--- src/rtl/counter_ctrl_pkg.sv ---
// Shared types and encodings for the counter sequencer and its counter core.
package counter_ctrl_pkg;

    localparam int unsigned DEF_WIDTH = 8;

    typedef enum logic [1:0] {
        ST_IDLE  = 2'd0,
        ST_RUN   = 2'd1,
        ST_PAUSE = 2'd2
    } state_t;

    localparam logic [1:0] OP_START  = 2'd0;
    localparam logic [1:0] OP_STOP   = 2'd1;
    localparam logic [1:0] OP_PAUSE  = 2'd2;
    localparam logic [1:0] OP_RESUME = 2'd3;

    localparam logic MODE_ONESHOT  = 1'b0;
    localparam logic MODE_PERIODIC = 1'b1;

endpackage

--- src/rtl/counter_ctrl_core.sv ---
// Plain WIDTH-bit counter register; clear takes priority over enable.
module counter_core #(
    parameter int unsigned WIDTH = 8
) (
    input  logic             clk,
    input  logic             res,
    input  logic             en,
    input  logic             clr,
    output logic [WIDTH-1:0] value
);

    always_ff @(posedge clk) begin
        if (res) begin
            value <= '0;
        end else if (clr) begin
            value <= '0;
        end else if (en) begin
            value <= value + WIDTH'(1);
        end
    end

endmodule

--- src/rtl/counter_ctrl.sv ---
// Command sequencer: gates/clears the counter core, detects the terminal value,
// and reports done pulses and completed periods.
module counter_ctrl
    import counter_ctrl_pkg::*;
#(
    parameter int unsigned WIDTH = DEF_WIDTH
) (
    input  logic             clk,
    input  logic             res,
    input  logic             cmd_valid,
    output logic             cmd_ready,
    input  logic [1:0]       cmd_op,
    input  logic             cmd_mode,
    input  logic [WIDTH-1:0] cmd_limit,
    output logic [WIDTH-1:0] value,
    output logic             busy,
    output logic             done,
    output logic [WIDTH-1:0] periods
);

    state_t             state, state_d;
    logic [WIDTH-1:0]   limit_q, limit_d;
    logic               mode_q, mode_d;
    logic               done_d;
    logic [WIDTH-1:0]   periods_d;
    logic               core_en, core_clr;
    logic               accept, term;

    counter_core #(.WIDTH(WIDTH)) u_core (
        .clk   (clk),
        .res   (res),
        .en    (core_en),
        .clr   (core_clr),
        .value (value)
    );

    assign cmd_ready = ~res;
    assign busy      = (state != ST_IDLE);
    assign accept    = cmd_valid & cmd_ready;
    assign term      = (state == ST_RUN) && (value == limit_q);

    always_ff @(posedge clk) begin
        if (res) begin
            state   <= ST_IDLE;
            limit_q <= '1;
            mode_q  <= MODE_ONESHOT;
            done    <= 1'b0;
            periods <= '0;
        end else begin
            state   <= state_d;
            limit_q <= limit_d;
            mode_q  <= mode_d;
            done    <= done_d;
            periods <= periods_d;
        end
    end

    // START/STOP override the terminal event; PAUSE lets it apply first.
    always_comb begin
        state_d   = state;
        limit_d   = limit_q;
        mode_d    = mode_q;
        done_d    = 1'b0;
        periods_d = periods;
        core_en   = 1'b0;
        core_clr  = 1'b0;

        if (accept && cmd_op == OP_START) begin
            limit_d   = cmd_limit;
            mode_d    = cmd_mode;
            periods_d = '0;
            core_clr  = 1'b1;
            state_d   = ST_RUN;
        end else if (accept && cmd_op == OP_STOP) begin
            core_clr = 1'b1;
            state_d  = ST_IDLE;
        end else if (term) begin
            done_d = 1'b1;
            if (periods != '1) begin
                periods_d = periods + WIDTH'(1);
            end
            if (mode_q == MODE_PERIODIC) begin
                core_clr = 1'b1;
                state_d  = (accept && cmd_op == OP_PAUSE) ? ST_PAUSE : ST_RUN;
            end else begin
                state_d = ST_IDLE;
            end
        end else if (state == ST_RUN) begin
            if (accept && cmd_op == OP_PAUSE) begin
                state_d = ST_PAUSE;
            end else begin
                core_en = 1'b1;
            end
        end else if (state == ST_PAUSE && accept && cmd_op == OP_RESUME) begin
            state_d = ST_RUN;
        end
    end

endmodule
--- config.mk ---
export PLATFORM = sky130hd
export DESIGN_NAME = counter_ctrl
export DESIGN_NICKNAME = d
export VERILOG_FILES = /design/src/rtl/counter_ctrl_pkg.sv /design/src/rtl/counter_ctrl_core.sv /design/src/rtl/counter_ctrl.sv
export SDC_FILE = /design/constraint.sdc
export NUM_CORES = 1
export LEC_CHECK = 0
export CELL_PAD_IN_SITES_DETAIL_PLACEMENT = 2
export CELL_PAD_IN_SITES_GLOBAL_PLACEMENT = 2
export CORE_MARGIN = 2
export CORE_UTILIZATION = 30
export DETAILED_ROUTE_END_ITERATION = 10
export PLACE_DENSITY = 0.85
export SETUP_SLACK_MARGIN = 0.4
export SLEW_MARGIN = 20
export SYNTH_ARGS = -nofsm -noshare
export SYNTH_HDL_FRONTEND = slang
export SYNTH_SLANG_ARGS = --single-unit
--- constraint.sdc ---
create_clock -name clk -period 3.6 [get_ports clk]
set_clock_uncertainty 0.1 [all_clocks]
set_input_delay 0.72 -clock clk [delete_from_list [all_inputs] [get_ports clk]]
set_output_delay 0.72 -clock clk [all_outputs]
set_load 0.005 [all_outputs]
== Word-level counts from Yosys, hierarchy flattened ==
Cells that the tools add are included.
W data, S select, Z words.
Word-level totals
  register bits: 28
  input bits: 14
  output and inout port bits: 19
  word-level logic and storage cells: 55
Cells by class
  $add $sub $neg: 2
  equal/unequal tests: 9
  muxes and demuxes: 18
  bitwise operators: 3
  reduce and logical (&&, ||, !) cells: 16
Operator list (count)
  $add A8 B1 Y8 const B: 2
  $mux W1: 12
  $mux W2: 6
  $eq A8 B8 Y1: 1
  $ne A8 B8 Y1 const B: 1
  $eq A2 B2 Y1 const B: 3
  $logic_and A1 B1 Y1: 6
  $ne A5 B5 Y1 const B: 1
  $reduce_bool A5 Y1: 1
  $eq A2 B1 Y1 const B: 2
  $reduce_and A2 Y1: 2
  $reduce_or A2 Y1: 2
  $ne A3 B3 Y1 const B: 1
  $reduce_and A3 Y1: 1
  $reduce_bool A3 Y1: 1
  $reduce_or A3 Y1: 1
  $logic_not A2 Y1: 1
  $not A1 Y1: 2
  $reduce_bool A2 Y1: 1
  $and A1 B1 Y1: 1

== Logic depth before layout (Yosys ltp) ==
  word-level depth: 9
  mapped depth: 6
  gate-level depth less buffers: 5

== Hierarchy ==
From an unflattened synthesis, not the netlist that was laid out.
Second synthesis, totals
  cells, all modules: 157
  area, all modules: 1390.1 um2
By module, submodules not included
  counter_ctrl: times used 1, cells an instance 119, area each 1044.8 um2, sequential area each 400.4 um2
  counter_core: times used 1, cells an instance 38, area each 345.3 um2, sequential area each 160.2 um2

== Worst setup path before layout ==
No wires, ideal clock.
  path kind: input -> register
  start point: in res
  end point: reg u_core.value[5]
  setup time: 0.070 ns
  data arrival time: 1.954 ns
  data required time: 3.430 ns
  slack: 1.476 ns
  stages on the path: 5
  path buffers: 1
  path through: buf_2 > nand2b_1 > o21ai_0 > or4b_2 > a21oi_1
Between the ends
  word-level cells in the longest chain between the ends: 8
  elaborated cells on any way between the ends: 13
  classes of those cells: 7 x mux; 2 x bitwise; 4 x reduce/logical
RTL lines
  start: declaration: RTL line counter_ctrl.sv:9  | input logic res,
  $not A1 Y1: RTL line counter_ctrl.sv:37  | assign cmd_ready = ~res;
  $and A1 B1 Y1: RTL line counter_ctrl.sv:39  | assign accept = cmd_valid & cmd_ready;
  $logic_and A1 B1 Y1: RTL line counter_ctrl.sv:89  | if (accept && cmd_op == OP_PAUSE) begin
  $mux W1: RTL line counter_ctrl.sv:89
  $mux W1: RTL line counter_ctrl.sv:88  | end else if (state == ST_RUN) begin
  $mux W1: RTL line counter_ctrl.sv:77  | end else if (term) begin
  $mux W1: RTL line counter_ctrl.sv:74  | end else if (accept && cmd_op == OP_STOP) begin
  $mux W1: RTL line counter_ctrl.sv:68  | if (accept && cmd_op == OP_START) begin
  end signal: assignment: RTL line counter_ctrl_core.sv:18  | value <= value + WIDTH'(1);
  end: declaration: RTL line counter_ctrl_core.sv:9  | output logic [WIDTH-1:0] value
Parallel ways exist; a longest one is shown, timed or not.
A chain may end at the register's enable or synchronous reset.

== Final worst setup path ==
  start point: in res
  end point: out cmd_ready
Between the ends
  word-level cells in the longest chain between the ends: 1
RTL lines
  $not A1 Y1: RTL line counter_ctrl.sv:37
  end: declaration: RTL line counter_ctrl.sv:11  | output logic cmd_ready,
No other way between the ends.

==> impl_metrics.yaml <==
status:
  status: "complete, no violations"
clock_tree:
  cts-buffers-inserted: 3
  clock_latency_ns: 0.28
  cts_resized: 0
  root_buffer: "clkbuf_8"
  cts_tree: "built"
  cts_hold_buf: 0
  cts.clk_slew.worst_paths_ns: 0.10
  cts_buffer_depth: 2
  cts_max_level: 1
  clock_sinks: 28
  post_cts_buffers: 0
finish:
  multi_input_area_sq_um: 821
  syn_to_final_growth_pct: 33.2
  layoutNonFillerInstCount: 260
  fillers: 508
  design_area_sq_um: 1890
  ff_latch_area_sq_um: 561
  antenna_cells: 0
  drive_gt1_share_pct: 7.28
  final_cell_mix: "34 x nand2_1, 32 x clkdlybuf4s50_1, 28 x dfxtp_1"
  layout_commonest_cell: "nand2_1"
  nNetsFinal: 223
detailed_routing:
  vias_per_cell: 5.41
  wl_per_cell_um: 17.1
  drt_first_pass_iters: 4
  drtAntennaViolNets: 0
  dr.first_iter.drc_count: 63
  vias: 1406
  drc: 0
  totalWireLength_mm: 4.46
global_route:
  grt_pass1_vias: 1475
  grt_util_met3_pct: 3.31
  grt_pass1_wl_mm: 7.47
  globalRouteTotalUtil_pct: 18.0
  grt_use_met1_pct: 22.7
  antenna_found_initial: 0
  busiest_layer: "met2"
  grt_remaining_overflow: 0
  grt_max_degree: 17
  met2_usage_pct: 32.0
logic_synthesis:
  seq_area_frac_synth_pct: 39.5
  syn-mean-instance-area_sq_um: 8.25
  synth_edf_count: 0
  synth_cell_type_count: 35
  synth_flop_cell: "dfxtp_1"
  postSynth.asyncResetShare_pct: 0
  synth_top_area_share_pct: 39.5
  synth_area_sq_um: 1420
  ys_top_cells_by_area: "dfxtp_1 40%, nand2_1 9.0%, xnor2_1 5.6%"
  ys.warnings.count: 0
  syn_inst: 172
  yosysTopAreaCell: "dfxtp_1"
  synth_nets: 188
  ys_ff_latch: 28
sta:
  post-route-min-period_ns: 2.84
  layout_setup_ws_ns: 0.756
  fin_hold_ws_ns: 0.399
  setup_tns_ns: 0
  rsz0062_at_grt: "false"
  final_max_slew_viol_count: 0
  timing.final.crit_share_pct: 79.0
  max_freq_mhz: 352
  setup_viol_count_final: 0
  tightestPinTransition_ns: 0.612
  relSlewSlack_pct: 58.9
  finalHoldViolations: 0
worst_hold_path:
  min_from: "limit_q[0]"
  hold_depth: 2
  hp-class: "reg -> reg"
worst_setup_path:
  reg2reg_depth: 5
  cp-end-kind: "output pin"
  path_class: "in -> out"
  worst_r2r_startpoint: "periods[0]"
  cp_cell_sequence: "clkdlybuf4s50_1 > inv_1 > clkdlybuf4s50_1"
  cp_max_fo: 11
  setup.worst_path.start: "res"
  cp_common_cell: "clkdlybuf4s50_1"
  cp-start-kind: "primary input"
  max_stage_delay_ns: 0.58
  arrival_ns: 2.02
  crit_slowest_cell: "clkdlybuf4s50_1"
  critical_path_required_ns: 2.78
placement:
  hpwl_mm: 3.48
  place_ws_ns: 0.639
  dp_cells: 256
  place_congestion: 0.765
  io_buffers: 32
  placed_cell_area_sq_um: 1820
floorplan:
  num_rows: 25
  dieArea_sq_um: 5300
  fp.dieW_um: 72.8
  io_pins: 33
  die_y_um: 72.8
  initial_core_util_pct: 30.6
  core_sq_um: 4630
job:
  maxCapViolCount: 0
pwr:
  power_leakage_nw: 0.701
  powerDensity_nw_per_um2: 333
  ir_drop_mv: 0.221
## report_power, final
part	leakage (nW)	switching [mW]	internal [mW]
logic	0.439	0.0292	0.0279
clock network	0.0357	0.105	0.149
registers	0.227	0.00410	0.314
total	0.701	0.138	0.491
## path summary, 6_finish.rpt
check / endpoint / slack, ns
min: limit_q[0] / 0.40
max: cmd_ready / 0.76
max reg2reg: periods[2] / 1.49
min reg2reg: limit_q[0] / 0.40
## registers in the layout, summed over array words and instances (netlist names)
signal	cells
limit_q	8
periods	8
u_core.value	8
state	2
done	1
mode_q	1
## critical path, delay by kind of cell
family / cells / cell delay, ns
buffers and inverters: 3 / 1.31
## layer usage
metal | wire [um] | share of wire [%]
met1 | 1980 | 44
met2 | 2350 | 53
met3 | 101 | 2.3
met4 | 26 | 0.58
met5 | 0 | 0
## synth_stat cells (2+ instances only)
library cell / number
dfxtp_1: 28
or4_1: 5
nand4_1: 5
nand2_1: 34
nor4_1: 2
xnor2_1: 9
o41ai_1: 2
or3_1: 7
o21ai_0: 5
a21oi_1: 11
inv_1: 5
nand3_1: 14
and2_1: 2
nor3_1: 2
buf_2: 2
ha_1: 2
clkbuf_1: 4
mux2i_1: 5
a31o_1: 2
o31ai_1: 6
nor2_1: 6
## per-stage QoR
| stage | utilization (%) | power [mW] |
|---|---|---|
| global route | 40.8 | 0.658 |
| detailed placement | 39.3 | 0.383 |
| global placement | 39.3 | 0.379 |
| floorplan | - | 0.351 |
| finish | 40.8 | 0.629 |
| CTS | 40.8 | 0.636 |
## cell type report
type / count / share of cell area, %
clock buffers: 3 / 2.19
clock inverters: 1 / 1.59
inverters: 5 / 0.993
multi-input cells: 133 / 43.4
flip-flops and latches: 28 / 29.7
well taps: 54 / 3.58
repair buffers: 36 / 18.5
## cell families (layout without fill, tap and decap cells)
family                   count (synthesis)  count (layout)  synth area share [%]
AO/OA/AOI/OAI                           30              30                  13.7
XOR/XNOR                                 9               9                  5.56
adder cells (fa/ha/maj)                  2               2                  1.76
buffers and inverters                   11              45                  3.09
flip-flops                              28              28                  39.5
multiplexers                             5               5                  3.53
AND/OR/NAND/NOR                         87              87                  32.9
Note: power is estimated with default switching activity, not from simulation.
